[config.mk]
export PLATFORM = sky130hd
export DESIGN_NAME = interval_timer
export DESIGN_NICKNAME = d
export VERILOG_FILES = /design/src/rtl/interval_timer.sv
export SDC_FILE = /design/constraint.sdc
export NUM_CORES = 1
export LEC_CHECK = 0
export CORE_MARGIN = 10
export CORE_UTILIZATION = 30
export DETAILED_ROUTE_END_ITERATION = 8
export HOLD_SLACK_MARGIN = 0.02
export PLACE_DENSITY_LB_ADDON = 0.1
export SLEW_MARGIN = 20
export SYNTH_ARGS = -nofsm -noshare
export SYNTH_HDL_FRONTEND = slang
export SYNTH_SLANG_ARGS = --single-unit
[constraint.sdc]
create_clock -name clock_in -period 3 [get_ports clock_in]
set_input_delay 0.9 -clock clock_in [delete_from_list [all_inputs] [get_ports clock_in]]
set_output_delay 0.9 -clock clock_in [all_outputs]
set_load 0.02 [all_outputs]
[src/rtl/interval_timer.sv]
// Interval timer for IR mark/space timing: unit prescaler, delay countdown, auto-reload, pause,
// abort and expiry pulse. Define INTERVAL_TIMER_SHADOW_EN to queue a next delay while busy.
module interval_timer #(
    parameter int unsigned WIDTH          = 16,
    parameter int unsigned UNIT_COUNTS_US = 10,
    parameter int unsigned CLK_MHZ        = 8
) (
    input  logic             clock_in,
    input  logic             reset_in,
    input  logic             enable_in,
    input  logic             abort_in,
    input  logic             periodic_in,
    input  logic [WIDTH-1:0] delay_in,
    input  logic             update_delay_in,
    output logic             busy_out,
    output logic             expired_out,
    output logic [WIDTH-1:0] remaining_out,
    output logic             queue_full_out
);

    localparam int unsigned CPU = CLK_MHZ * UNIT_COUNTS_US;
    localparam int unsigned UW  = $clog2(CPU);
    localparam logic [UW-1:0]    UnitMax = UW'(CPU - 1);
    localparam logic [WIDTH-1:0] OneUnit = WIDTH'(1);

    logic [WIDTH-1:0] delay_q, delay_d;
    logic [WIDTH-1:0] reload_q, reload_d;
    logic [UW-1:0]    unit_q, unit_d;
    logic             expired_q, expired_d;
    logic             busy;
    logic             terminal;

`ifdef INTERVAL_TIMER_SHADOW_EN
    logic [WIDTH-1:0] shadow_q, shadow_d;
    logic             shadow_valid_q, shadow_valid_d;
`endif

    assign busy     = (delay_q != '0);
    assign terminal = busy && enable_in && (unit_q == '0) && (delay_q == OneUnit);

    always_comb begin
        delay_d   = delay_q;
        reload_d  = reload_q;
        unit_d    = unit_q;
        expired_d = 1'b0;
`ifdef INTERVAL_TIMER_SHADOW_EN
        shadow_d       = shadow_q;
        shadow_valid_d = shadow_valid_q;
`endif
        if (abort_in) begin
            delay_d = '0;
            unit_d  = UnitMax;
`ifdef INTERVAL_TIMER_SHADOW_EN
            shadow_valid_d = 1'b0;
`endif
        end else if (terminal) begin
            expired_d = 1'b1;
            unit_d    = UnitMax;
`ifdef INTERVAL_TIMER_SHADOW_EN
            // A write landing on the terminal tick wins over both queue and reload.
            if (update_delay_in) begin
                delay_d        = delay_in;
                reload_d       = delay_in;
                shadow_valid_d = 1'b0;
            end else if (shadow_valid_q) begin
                delay_d        = shadow_q;
                reload_d       = shadow_q;
                shadow_valid_d = 1'b0;
            end else if (periodic_in) begin
                delay_d = reload_q;
            end else begin
                delay_d = '0;
            end
`else
            delay_d = periodic_in ? reload_q : '0;
`endif
        end else begin
            if (busy && enable_in) begin
                if (unit_q == '0) begin
                    unit_d  = UnitMax;
                    delay_d = delay_q - OneUnit;
                end else begin
                    unit_d = unit_q - 1'b1;
                end
            end
            if (update_delay_in) begin
                if (!busy) begin
                    if (delay_in != '0) begin
                        delay_d  = delay_in;
                        reload_d = delay_in;
                        unit_d   = UnitMax;
                    end
                end else begin
`ifdef INTERVAL_TIMER_SHADOW_EN
                    shadow_d       = delay_in;
                    shadow_valid_d = 1'b1;
`endif
                end
            end
        end
    end

    always_ff @(posedge clock_in) begin
        if (reset_in) begin
            delay_q   <= '0;
            reload_q  <= '0;
            unit_q    <= UnitMax;
            expired_q <= 1'b0;
        end else begin
            delay_q   <= delay_d;
            reload_q  <= reload_d;
            unit_q    <= unit_d;
            expired_q <= expired_d;
        end
    end

`ifdef INTERVAL_TIMER_SHADOW_EN
    always_ff @(posedge clock_in) begin
        if (reset_in) begin
            shadow_q       <= '0;
            shadow_valid_q <= 1'b0;
        end else begin
            shadow_q       <= shadow_d;
            shadow_valid_q <= shadow_valid_d;
        end
    end

    assign queue_full_out = shadow_valid_q;
`else
    assign queue_full_out = 1'b0;
`endif

    assign busy_out      = busy;
    assign expired_out   = expired_q;
    assign remaining_out = delay_q;

endmodule

==> flow_summary.ini, run 1 <==
[run_status]
status = finished clean

[synthesis]
netlist_instances = 254
async_flop_share_pct = 0
ys_ff_latch = 40
synth_cell_types = 60
synthTopCellsByCount = dfxtp_1 (40), nor2_1 (25), mux2i_1 (17), nand2_1 (17), nand3_1 (12)
yosysTopAreaCell = dfxtp_1
synthTopCellsByArea = dfxtp_1 (36%), mux2i_1 (7.6%), nor2_1 (4.2%)
synth_edf_count = 0
synth.top_cell.area_share_pct = 35.77
syn-num-nets = 280
synth.most_common_cell = dfxtp_1
yosys_warnings = 0
syn_area_um2 = 2238
synth_seq_area_share_pct = 35.77
synth-main-ff-cell = dfxtp_1
avgSynthCellArea_um2 = 8.813

[timing]
tightest_slew_ns = 0.5808
fin_crit_ns = 2.817
finalSetupTns_ns = 0
fmax_mhz = 355.0
post-route-period-util_pct = 93.89
rsz0062_at_grt = no
hold_viol_final = 0
slew_viol_final = 0
max_slew_margin_pct = 61.05
finalClockSkew_ns = 0.009962
setup_violations = 0

[floorplan]
initial_core_util_pct = 30.86
die_area_um2 = 11320
fp-row-count = 31
die_w_um = 106.4
die_y_um = 106.4
io_pins = 41
core-area_um2 = 7253

[layout]
insertedDiodeCount = 0
nets = 369
area_growth_pct = 42.82
fin_util_pct = 44.07
num-fill-cells = 757
drive_gt1_share_pct = 21.80
seqCellArea_um2 = 800.8
finalNonFillerCells = 443
multi_input_area_um2 = 1331

[power_and_ir_drop]
seqPwrFrac_pct = 26.8
fin_total_pwr_mw = 2.464
p_sw_mw = 0.9970
powerDensity_nw_per_um2 = 770.9
p_int_mw = 1.467
clkPwrFrac_pct = 17.9
swShare_pct = 40.46
p_leak_nw = 1.368
combPwrFrac_pct = 55.3
ir_drop_v = 0.0002618

[clock_tree]
cts_root_buf = clkbuf_8
clk_path_buf_depth = 2
htreeDepth = 2
cts_buffers = 5
clkTransAtPathRegs_ns = 0.08
insertion_delay_ns = 0.30
numClockSinks = 40
cts_tree = built

[detailed_routing]
vias = 2283
routed_wl_um = 7416
ant_nets = 0
drtPass1Iterations = 4
post_drt_wl_per_cell_um = 16.74
routed.top_layer = met4
met3_length_um = 305
drtIter0Drc = 78
wl_met2_um = 3390
m1WireLength_um = 3506
via_per_inst = 5.153
drcViolationCount = 0

[min_path]
hold_path.class = flip-flop to flip-flop

[grt]
grt_pass1_wl_um = 12230
grt_max_degree = 17
grtUsageTotal_pct = 13.44
grt_pass1_vias = 2348
grt_antenna_before_repair = 0
globalRoute.totalOverflow = 0

[critical_path]
worstPathRequired_ns = 2.10
path_class = flip-flop to primary output
cp.arrival_ns = 1.92
end_kind = primary output
start_kind = flip-flop
path_max_fanout = 3

[place]
portBuffers = 39
place_congestion = 0.8513
dpl.cell_count = 434
dp_hpwl_um = 5910

[flow_run]
maxCapViolations = 0
[flip-flops by register name, summed over array words and instances (netlist names)]
signal / flops
remaining_out: 16
unit_q: 7
reload_q: 16
expired_out: 1
[layer usage]
metal / global-route usage, % / up-vias
met2: 21.07 / 54
met1: 16.91 / 1066
met4: 6.190 / 0
li1: - / 1145
met3: 3.382 / 18
met5: 0 / -
[cell usage in the layout, fill, tap and decap left out, drive strengths merged, types with 2 or more instances in the layout]
| cell | instances |
|---|---|
| o31a | 3 |
| o211ai | 2 |
| o21ai | 12 |
| a21oi | 6 |
| a211o | 4 |
| nand3 | 12 |
| buf | 54 |
| a22o | 5 |
| ha | 4 |
| o31ai | 6 |
| xor2 | 3 |
| nor3 | 12 |
| nor2 | 25 |
| and3 | 4 |
| and2 | 2 |
| clkdlybuf4s50 | 38 |
| and4 | 2 |
| or4 | 3 |
| nand4 | 7 |
| or3 | 3 |
| nor4 | 14 |
| clkbuf | 6 |
| dfxtp | 40 |
| nor3b | 2 |
| inv | 10 |
| nand2 | 17 |
| nor4b | 3 |
| xnor2 | 3 |
| mux2i | 17 |
| nand4b | 2 |
| a211oi | 2 |
[logic make-up after synthesis]
kind of cell    after synthesis  synth area share (%)
compound gates               52                 17.10
xor+xnor                      6                 2.348
fa+ha+maj                     4                 2.236
buf+inv                      20                 4.862
flops                        40                 35.77
mux                          17                 7.602
other cells                   1                0.1675
simple gates                114                 29.91
[cell type report]
type / instances / share of cell area [%]
well taps: 99 / 3.875
clock buffers: 6 / 2.270
inverters: 10 / 1.174
flip-flops and latches: 40 / 25.05
clock inverters: 2 / 1.096
multi-input cells: 194 / 41.64
repair buffers: 92 / 24.89
[worst max-delay path: stages, from the launching register on]
cell     delay (ns)
dfxtp_1        0.32
inv_1          0.09
ha_2           0.21
or4b_4         0.50
nor4_4         0.28
inv_2          0.06
buf_2          0.16
[path summary, 6_finish.rpt]
check	start	to	slack [ns]	depth (start not counted)
max	remaining_out[0]	busy_out	0.18	6
max reg2reg	remaining_out[0]	remaining_out[14]	0.48	8
min reg2reg	unit_q[6]	unit_q[6]	0.45	2
min	unit_q[6]	unit_q[6]	0.45	2
[power by group through the flow]
stage / Sequential, mW / Combinational [mW] / Clock (mW)
floorplan: 0.719 / 0.781 / 0
global placement: 0.672 / 1.36 / 0
detailed placement: 0.671 / 1.37 / 0
CTS: 0.659 / 1.38 / 0.456
global route: 0.670 / 1.50 / 0.475
finish: 0.660 / 1.36 / 0.441
[repair_timing]
item | CTS | global route
hold buffers | 0 | 0
resized for setup | 3 | 2
cloned | 0 | 0
pin swaps | 1 | 1
endpoints found under the setup margin | 1 | 1
buffers inserted | 1 | 0
[stage by stage]
| stage | setup WS, ns | hold WS (ns) | area, um2 |
|---|---|---|---|
| floorplan | 0.5001 | 0.4248 | 2238 |
| global placement | -0.05589 | 0.4381 | 3084 |
| detailed placement | -0.1012 | 0.4447 | 3084 |
| CTS | 0.0006100 | 0.4577 | 3201 |
| global route | 0.07402 | 0.4794 | 3197 |
| finish | 0.1833 | 0.4541 | 3197 |
Note: power is estimated with default switching activity, not from simulation.
==> inputs of run 2 (changes only) <==
Settings changed: HOLD_SLACK_MARGIN 0.02 to 0.05.
==> results of run 2 <==
The final DEF is identical to that of run 1; final timing and power are the same.
==> inputs of run 3 (changes only) <==
Settings changed: PLACE_DENSITY_LB_ADDON 0.1 to unset, SETUP_SLACK_MARGIN set to 0.1.
==> run 3 against run 2 <==
Effect of this change:
- utilization shrank 1.0 points
- setup slack gained 0.010 ns
- clock skew shrank 0.0029 ns
- power shrank 3.5%
- via count grew 0.83%
- critical endpoint unchanged
- largest power group unchanged
- worst hold slack gained 0.00088 ns
- fmax grew 0.37%
- largest cell class unchanged
- clock power shrank 22%
- sequential share of layout area grew 0.60 points
- die area is the same
- combinational power is essentially flat
==> flow_summary.ini, run 3 (synthesis results as in run 1) <==
[layout]
insertedDiodeCount = 0
finalNonFillerCells = 436
final_cell_mix = buf_4 (46), dfxtp_1 (40), clkdlybuf4s50_1 (38)
final_common_cell = buf_4
multi_input_area_um2 = 1331
seqCellArea_um2 = 800.8
fin_util_pct = 43.04
area_growth_pct = 39.46
nets = 363
num-fill-cells = 736
drive_gt1_share_pct = 20.18

[run_status]
status = finished clean

[place]
dpl.cell_count = 425
portBuffers = 39
place_congestion = 0.8725
dp_hpwl_um = 5474

[floorplan]
fp-row-count = 31
die_area_um2 = 11320
die_w_um = 106.4
die_y_um = 106.4
initial_core_util_pct = 30.86
core-area_um2 = 7253
io_pins = 41

[timing]
max_slew_margin_pct = 57.21
finalClockSkew_ns = 0.007033
finalSetupTns_ns = 0
rsz0062_at_grt = no
slew_viol_final = 0
setup_violations = 0
hold_viol_final = 0
whs_ns = 0.4550
post-route-period-util_pct = 93.54
fmax_mhz = 356.3
tightest_slew_ns = 0.6380
fin_crit_ns = 2.806

[grt]
grt_max_degree = 17
grtUsageTotal_pct = 12.50
grt_antenna_before_repair = 0
globalRoute.totalOverflow = 0
grt_pass1_wl_um = 11500
grt_pass1_vias = 2270

[power_and_ir_drop]
swShare_pct = 41.14
combPwrFrac_pct = 57.9
p_int_mw = 1.400
clkPwrFrac_pct = 14.4
p_leak_nw = 1.325
ir_drop_v = 0.0002640
p_sw_mw = 0.9786
seqPwrFrac_pct = 27.7
powerDensity_nw_per_um2 = 762.0

[critical_path]
cp.arrival_ns = 1.91
path_class = flip-flop to primary output
start_kind = flip-flop
path_max_fanout = 3
worstPathRequired_ns = 2.10
critPathSlowestCell = or4b_4
crit_chain = inv_1 > ha_2 > or4b_4 > nor4_4 > inv_2 > buf_2
slowest_delay_ns = 0.50
end_kind = primary output

[flow_run]
maxCapViolations = 0

[detailed_routing]
drtPass1Iterations = 7
via_per_inst = 5.280
drtIter0Drc = 133
drcViolationCount = 0
post_drt_wl_per_cell_um = 16.17
routed_wl_um = 7048
ant_nets = 0
vias = 2302

[clock_tree]
cts_tree = built
cts_buffers = 5
clkTransAtPathRegs_ns = 0.07
htreeDepth = 2
clk_path_buf_depth = 2
ctsHoldBuffers = 0
numClockSinks = 40
cts_root_buf = clkbuf_8
insertion_delay_ns = 0.29

[min_path]
hold_path.class = flip-flop to flip-flop
-- run 3: changes by cell type in the layout (fill, tap and decap cells not counted), sizes merged --
cell,before,now
buf,54,48
bufinv,1,0
-- run 3: worst paths after layout --
path                    startpoint           endpoint  slack, ns  depth (start not counted)
setup / recovery  remaining_out[1]           busy_out       0.19                          6
hold / removal           unit_q[6]          unit_q[6]       0.46                          2
setup reg to reg  remaining_out[1]  remaining_out[14]       0.38                          9
hold reg to reg          unit_q[6]          unit_q[6]       0.46                          2
-- run 3: final cells by class --
| cell class | instances | share of cell area (%) |
|---|---|---|
| Timing Repair Buffer | 86 | 24.05 |
| Sequential cell | 40 | 25.65 |
| Clock inverter | 1 | 0.1603 |
| Multi-Input combinational cell | 194 | 42.65 |
| Clock buffer | 6 | 2.325 |
| Inverter | 10 | 1.202 |
| Tap cell | 99 | 3.968 |
-- run 3: power groups by stage --
stage | logic [mW] | clock network [mW] | registers [mW]
after floorplan | 0.781 | 0 | 0.719
after global placement | 1.30 | 0 | 0.669
after detailed placement | 1.31 | 0 | 0.670
after CTS | 1.34 | 0.350 | 0.658
after global routing | 1.51 | 0.370 | 0.668
final | 1.38 | 0.343 | 0.659
-- run 3: metrics by stage --
stage	setup slack [ns]	cell area [um2]	power, mW
4_1_cts	0.1221	3104	2.344
3_3_place_gp	-0.02031	3017	1.969
3_5_place_dp	-0.08481	3017	1.976
6_report	0.1937	3122	2.379
5_1_grt	0.1080	3122	2.547
2_1_floorplan	0.5001	2238	1.499
-- run 3: metal layers --
layer,GRT usage [%],share of wire [%],wire length (um),vias to the layer above
met2,20.10,47,3323,94
li1,-,-,-,1127
met5,0,0,0,-
met1,15.61,44,3126,1066
met3,3.200,6.5,457,15
met4,4.932,2.0,140,0
-- run 3: timing repair --
item	in CTS	in global routing
buffers inserted	2	2
pin swaps	1	1
gates resized for setup	4	1
setup endpoints to repair	1	1
-- run 3: worst max-delay path, delay by kind of cell (launching register included) --
kind	cells	cell delay [ns]
adder cells (fa/ha/maj)	1	0.20
buffers and inverters	3	0.31
AND/OR/NAND/NOR	2	0.78
flip-flops	1	0.31
==> patch 1 (flow settings as in run 3) <==
Add a define of `INTERVAL_TIMER_SHADOW_EN`.
--- a/src/rtl/interval_timer.sv
+++ b/src/rtl/interval_timer.sv
@@ -1,5 +1,7 @@
 // Interval timer for IR mark/space timing: unit prescaler, delay countdown, auto-reload, pause,
 // abort and expiry pulse. Define INTERVAL_TIMER_SHADOW_EN to queue a next delay while busy.
+`define INTERVAL_TIMER_SHADOW_EN
+
 module interval_timer #(
     parameter int unsigned WIDTH          = 16,
     parameter int unsigned UNIT_COUNTS_US = 10,
Function: changed (a bounded check fails within 4 cycles, from zero or initial values and one cycle with reset_in high).
==> patch 1 against run 3 <==
  * Synthesized cell count increased by 64%
  * Area after synthesis up 49%
  * Final cell count grew 46%
  * Total power rose by 66%
  * Worst setup slack worse by 42 ps
  * Final area grew 45%
  * First-iteration DRC count rose by 80%
  * Routed wire length grew 40%
  * Sequential cell count increased by 17
==> patch 1: results (changes against run 3) <==
[critical_path]
crit_fanout=2  ; was 3
cp.arrival_ps=1950  ; was 1910 ps
r2r_slack_ps=410  ; was 380 ps

[power]
power_frac_seq=0.259  ; was 0.277
net-switching-power_uw=1495  ; was 978.6 uW
leakage_power_summed_over_all_cells_uw=0.001810  ; was 0.001325 uW
total_power_uw=3956  ; was 2379 uW

[routing]
first_iter_violations=240  ; was 133
drt_wl_total_um=9860  ; was 7048 um
met2WireLength_um=4600  ; was 3323 um
dr_wl_met3_um=590  ; was 457 um

[placed_design]
post_dp_cell_area_um2=4177  ; was 3017 um^2
preCtsSetupSlack_ps=-169.1  ; was -84.81 ps
place_congestion=0.8534  ; was 0.8725

[yosys]
synthXorXnorAreaFrac=0.03680  ; was 0.02348
synth_adder_area_share=0.01502  ; was 0.02236
synth_compound_gate_area_share=0.1971  ; was 0.1710
muxShareOfSynthArea=0.1051  ; was 0.07602
synthCells=416  ; was 254
synthTopCellsByCount=sky130_fd_sc_hd__nor2_1, sky130_fd_sc_hd__dfxtp_1, sky130_fd_sc_hd__a21oi_1  ; was sky130_fd_sc_hd__dfxtp_1, sky130_fd_sc_hd__nor2_1, sky130_fd_sc_hd__mux2i_1, sky130_fd_sc_hd__nand2_1, sky130_fd_sc_hd__nand3_1
register_area_share_after_synthesis=0.3425  ; was 0.3577
postSynthNetCount=442  ; was 280
ys_top_cells_by_area=sky130_fd_sc_hd__dfxtp_1, sky130_fd_sc_hd__mux2i_1, sky130_fd_sc_hd__nor2_1  ; unchanged
synth_area_per_cell_um2=8.009  ; was 8.813 um^2

[grt]
grt_first_pass_wirelength_um=16340  ; was 11500 um
grt_max_degree=37  ; was 17
met1_usage=0.1569  ; was 0.1561
gr-usage-all-layers=0.1230  ; was 0.1250

[finish]
regArea_um2=1144  ; was 800.8 um^2
bufAreaShareNonClock=0.1875  ; was 0.2405
clock_cell_share_of_area=0.06122  ; was 0.02485
layout-drive-gt1-share=0.1952  ; was 0.2018
fillers=1087  ; was 736
clockBufferCount=11  ; was 6
instances_no_fill=637  ; was 436
comb.multi_input.count=325  ; was 194

[timing]
timing.slew.headroom=0.5215  ; was 0.5721

[status]
status=finished clean  ; unchanged

[clock_network]
numCtsBuffers=9  ; was 5
clkSinkCount=57  ; was 40
clk-insertion-delay-late_ps=340  ; was 290 ps

[patch 1: changes by cell type after synthesis, moves of 7 or more]
| cell | change |
|---|---|
| sky130_fd_sc_hd__mux2i_1 | +18 |
| sky130_fd_sc_hd__a21oi_1 | +31 |
| sky130_fd_sc_hd__xor2_1 | +7 |
| sky130_fd_sc_hd__a211oi_2 | +10 |
| sky130_fd_sc_hd__nand2_1 | +15 |
| sky130_fd_sc_hd__clkbuf_1 | +12 |
| sky130_fd_sc_hd__nor2_1 | +53 |
| sky130_fd_sc_hd__o21ai_0 | +13 |
| sky130_fd_sc_hd__dfxtp_1 | +17 |
[patch 1: final timing paths]
| kind | startpoint | end | cells past startpoint |
|---|---|---|---|
| worst max-delay path | remaining_out[1]$_SDFF_PP0_ | busy_out | 6 |
| worst min-delay path | unit_q[6]$_SDFF_PP1_ | unit_q[6]$_SDFF_PP1_ | 2 |
| worst max register to register | remaining_out[5]$_SDFF_PP0_ | reload_q[6]$_SDFFE_PP0P_ | 8 |
| worst min register to register | unit_q[6]$_SDFF_PP1_ | unit_q[6]$_SDFF_PP1_ | 2 |
[patch 1: what timing repair did]
item                                    in CTS  in global routing
hold buffers                                 0                  0
cloned                                       0                  1
endpoints found under the hold margin        0                  0
endpoints found under the setup margin       1                  6
pin swaps                                    1                  2
buffers inserted                             0                  2
resized for setup                            6                  9
[patch 1: worst max-delay path: stages, from the launching register on]
cell	delay, ps
sky130_fd_sc_hd__dfxtp_2	320
sky130_fd_sc_hd__inv_2	70
sky130_fd_sc_hd__ha_4	140
sky130_fd_sc_hd__or4b_4	490
sky130_fd_sc_hd__nor4_4	380
sky130_fd_sc_hd__inv_2	70
sky130_fd_sc_hd__buf_6	140
==> patch 2 (config.mk and constraints of run 3) <==
Without the edit above. Put one more register stage on the output `expired_out`, with the module's reset. The value now appears one clock later. The other outputs are not delayed to match.
--- a/src/rtl/interval_timer.sv
+++ b/src/rtl/interval_timer.sv
@@ -131,7 +131,13 @@
 `endif
 
     assign busy_out      = busy;
-    assign expired_out   = expired_q;
+    always_ff @(posedge clock_in) begin
+        if (reset_in) begin
+            expired_out <= '0;
+        end else begin
+            expired_out <= expired_q;
+        end
+    end
     assign remaining_out = delay_q;
 
 endmodule
Behaviour: same outputs for any inputs over 10 cycles, from zero or initial values and one cycle with reset_in high; that may be too few to reach the edited logic, so the function may still have changed.
==> patch 2 against run 3 <==
  * Worst hold slack worse by 15 ps
  * Worst setup slack better by 15 ps
  * Routed wire length is 2.0% higher
  * Sequential cell count is 1 higher
  * Count of clock-buffer cells in the layout stayed put
  * Core utilization is 1.1 points lower
  * Non-clock buffer count is 15 lower
  * Total power is 6.5% lower
  * Global-route usage is 0.078 points higher
  * Area after synthesis is 1.1% higher
  * Critical endpoint is now remaining_out[5]$_SDFF_PP0_
  * Final area is 2.1% lower
  * Final cell count is 1.1% lower
  * Synthesized cell count is 5.9% higher
  * Clock power is 7.9% higher
==> patch 2: results (changes against run 3) <==
[status]
status=finished clean  ; unchanged

[grt]
vias_in_the_first_global_route=2263  ; was 2270
met1_usage=0.1547  ; was 0.1561
globalRouteMet3Util=0.02874  ; was 0.03200
grt_max_degree=18  ; was 17

[clock_network]
clkSinkCount=41  ; was 40
post-cts-setup-buffers=0  ; was 2

[routing]
dr_wl_met3_um=427  ; was 457 um
detail_route.vias_per_cell=5.267  ; was 5.280
dr_total_vias=2270  ; was 2302
met2WireLength_um=3591  ; was 3323 um
m1WireLength_um=3109  ; was 3126 um

[yosys]
postSynthNetCount=295  ; was 280
synthTopCellsByCount=sky130_fd_sc_hd__dfxtp_1, sky130_fd_sc_hd__nand2_1, sky130_fd_sc_hd__o21ai_0  ; was sky130_fd_sc_hd__dfxtp_1, sky130_fd_sc_hd__nor2_1, sky130_fd_sc_hd__mux2i_1, sky130_fd_sc_hd__nand2_1, sky130_fd_sc_hd__nand3_1
ys_top_cells_by_area=sky130_fd_sc_hd__dfxtp_1, sky130_fd_sc_hd__o21ai_0, sky130_fd_sc_hd__nand2_1  ; was sky130_fd_sc_hd__dfxtp_1, sky130_fd_sc_hd__mux2i_1, sky130_fd_sc_hd__nor2_1
yosysUniqueCellTypes=54  ; was 60

[finish]
layout-drive-gt1-share=0.1747  ; was 0.2018
n_all_buffers=71  ; was 86
sh_seq_area=0.2685  ; was 0.2565
layout.sequential_cells=41  ; was 40
layout.non_clock_inverters=11  ; was 10
regArea_um2=820.8  ; was 800.8 um^2
finalNetCount=358  ; was 363
clock_cell_share_of_area=0.02947  ; was 0.02485
comb.multi_input.count=202  ; was 194
fillers=776  ; was 736
bufAreaShareNonClock=0.2088  ; was 0.2405
multi_input_area_share=0.4392  ; was 0.4265

[timing]
worst_clock_skew_ps=7.458  ; was 7.033 ps

[floorplanning]
die_x_um=106.9  ; was 106.4 um

[power]
leakage_power_summed_over_all_cells_uw=0.001117  ; was 0.001325 uW
vdd.ir_drop.worst_mv=0.2294  ; was 0.2640 mV

[critical_path]
critical-path-slowest-cell=sky130_fd_sc_hd__nor4_1  ; was sky130_fd_sc_hd__or4b_4
cp.arrival_ps=2980  ; was 1910 ps

[placed_design]
post-place-cells=424  ; was 425

==> patch 2: changes by cell type in the layout (fill, tap and decap cells not counted), sizes merged, moves of 3 or more <==
cell   delta
buf      -16
nand2    +17
a21oi    +13
nand3     -4
o31a      -3
nor2     -17
o21ai    +18
xnor2     +3
a211o     -3
mux2i    -16
nand4     -4
a32oi     +5
or4       +3
nor4      +4
==> patch 2: logic make-up (layout without fill, tap and decap cells) <==
kind of cell / Yosys count / in the layout / share of synthesized area
AND/OR/NAND/NOR: 108 / 108 / 0.2913
other: 1 / 1 / 0.001657
XOR/XNOR: 8 / 8 / 0.03096
AO/OA/AOI/OAI: 80 / 80 / 0.2360
flip-flops: 41 / 41 / 0.3626
adder cells (fa/ha/maj): 4 / 4 / 0.02211
buffers and inverters: 26 / 89 / 0.05086
multiplexers: 1 / 1 / 0.004423
==> patch 2: what timing repair did <==
action                                 4_1_cts  5_1_grt
endpoints found under the hold margin        0        0
resized for setup                            3        3
setup endpoints to repair                    1        3
hold buffers                                 0        0
pin swaps                                    1        0
==> patch 2: final timing paths <==
check,from,endpoint,slack [ps],depth (start not counted)
max,delay_in[2],remaining_out[5]$_SDFF_PP0_,210,6
min,expired_q$_SDFF_PP0_,expired_out$_SDFF_PP0_,440,1
max reg2reg,remaining_out[1]$_SDFF_PP0_,reload_q[3]$_SDFFE_PP0P_,600,9
min reg2reg,expired_q$_SDFF_PP0_,expired_out$_SDFF_PP0_,440,1
==> patch 2: power groups by stage <==
stage                     Combinational [uW]  Sequential [uW]  Clock, uW
after floorplan                          729              730          0
after global placement                  1180              680          0
after detailed placement                1180              683          0
after CTS                               1190              671        385
after global routing                    1300              682        406
final                                   1180              672        370
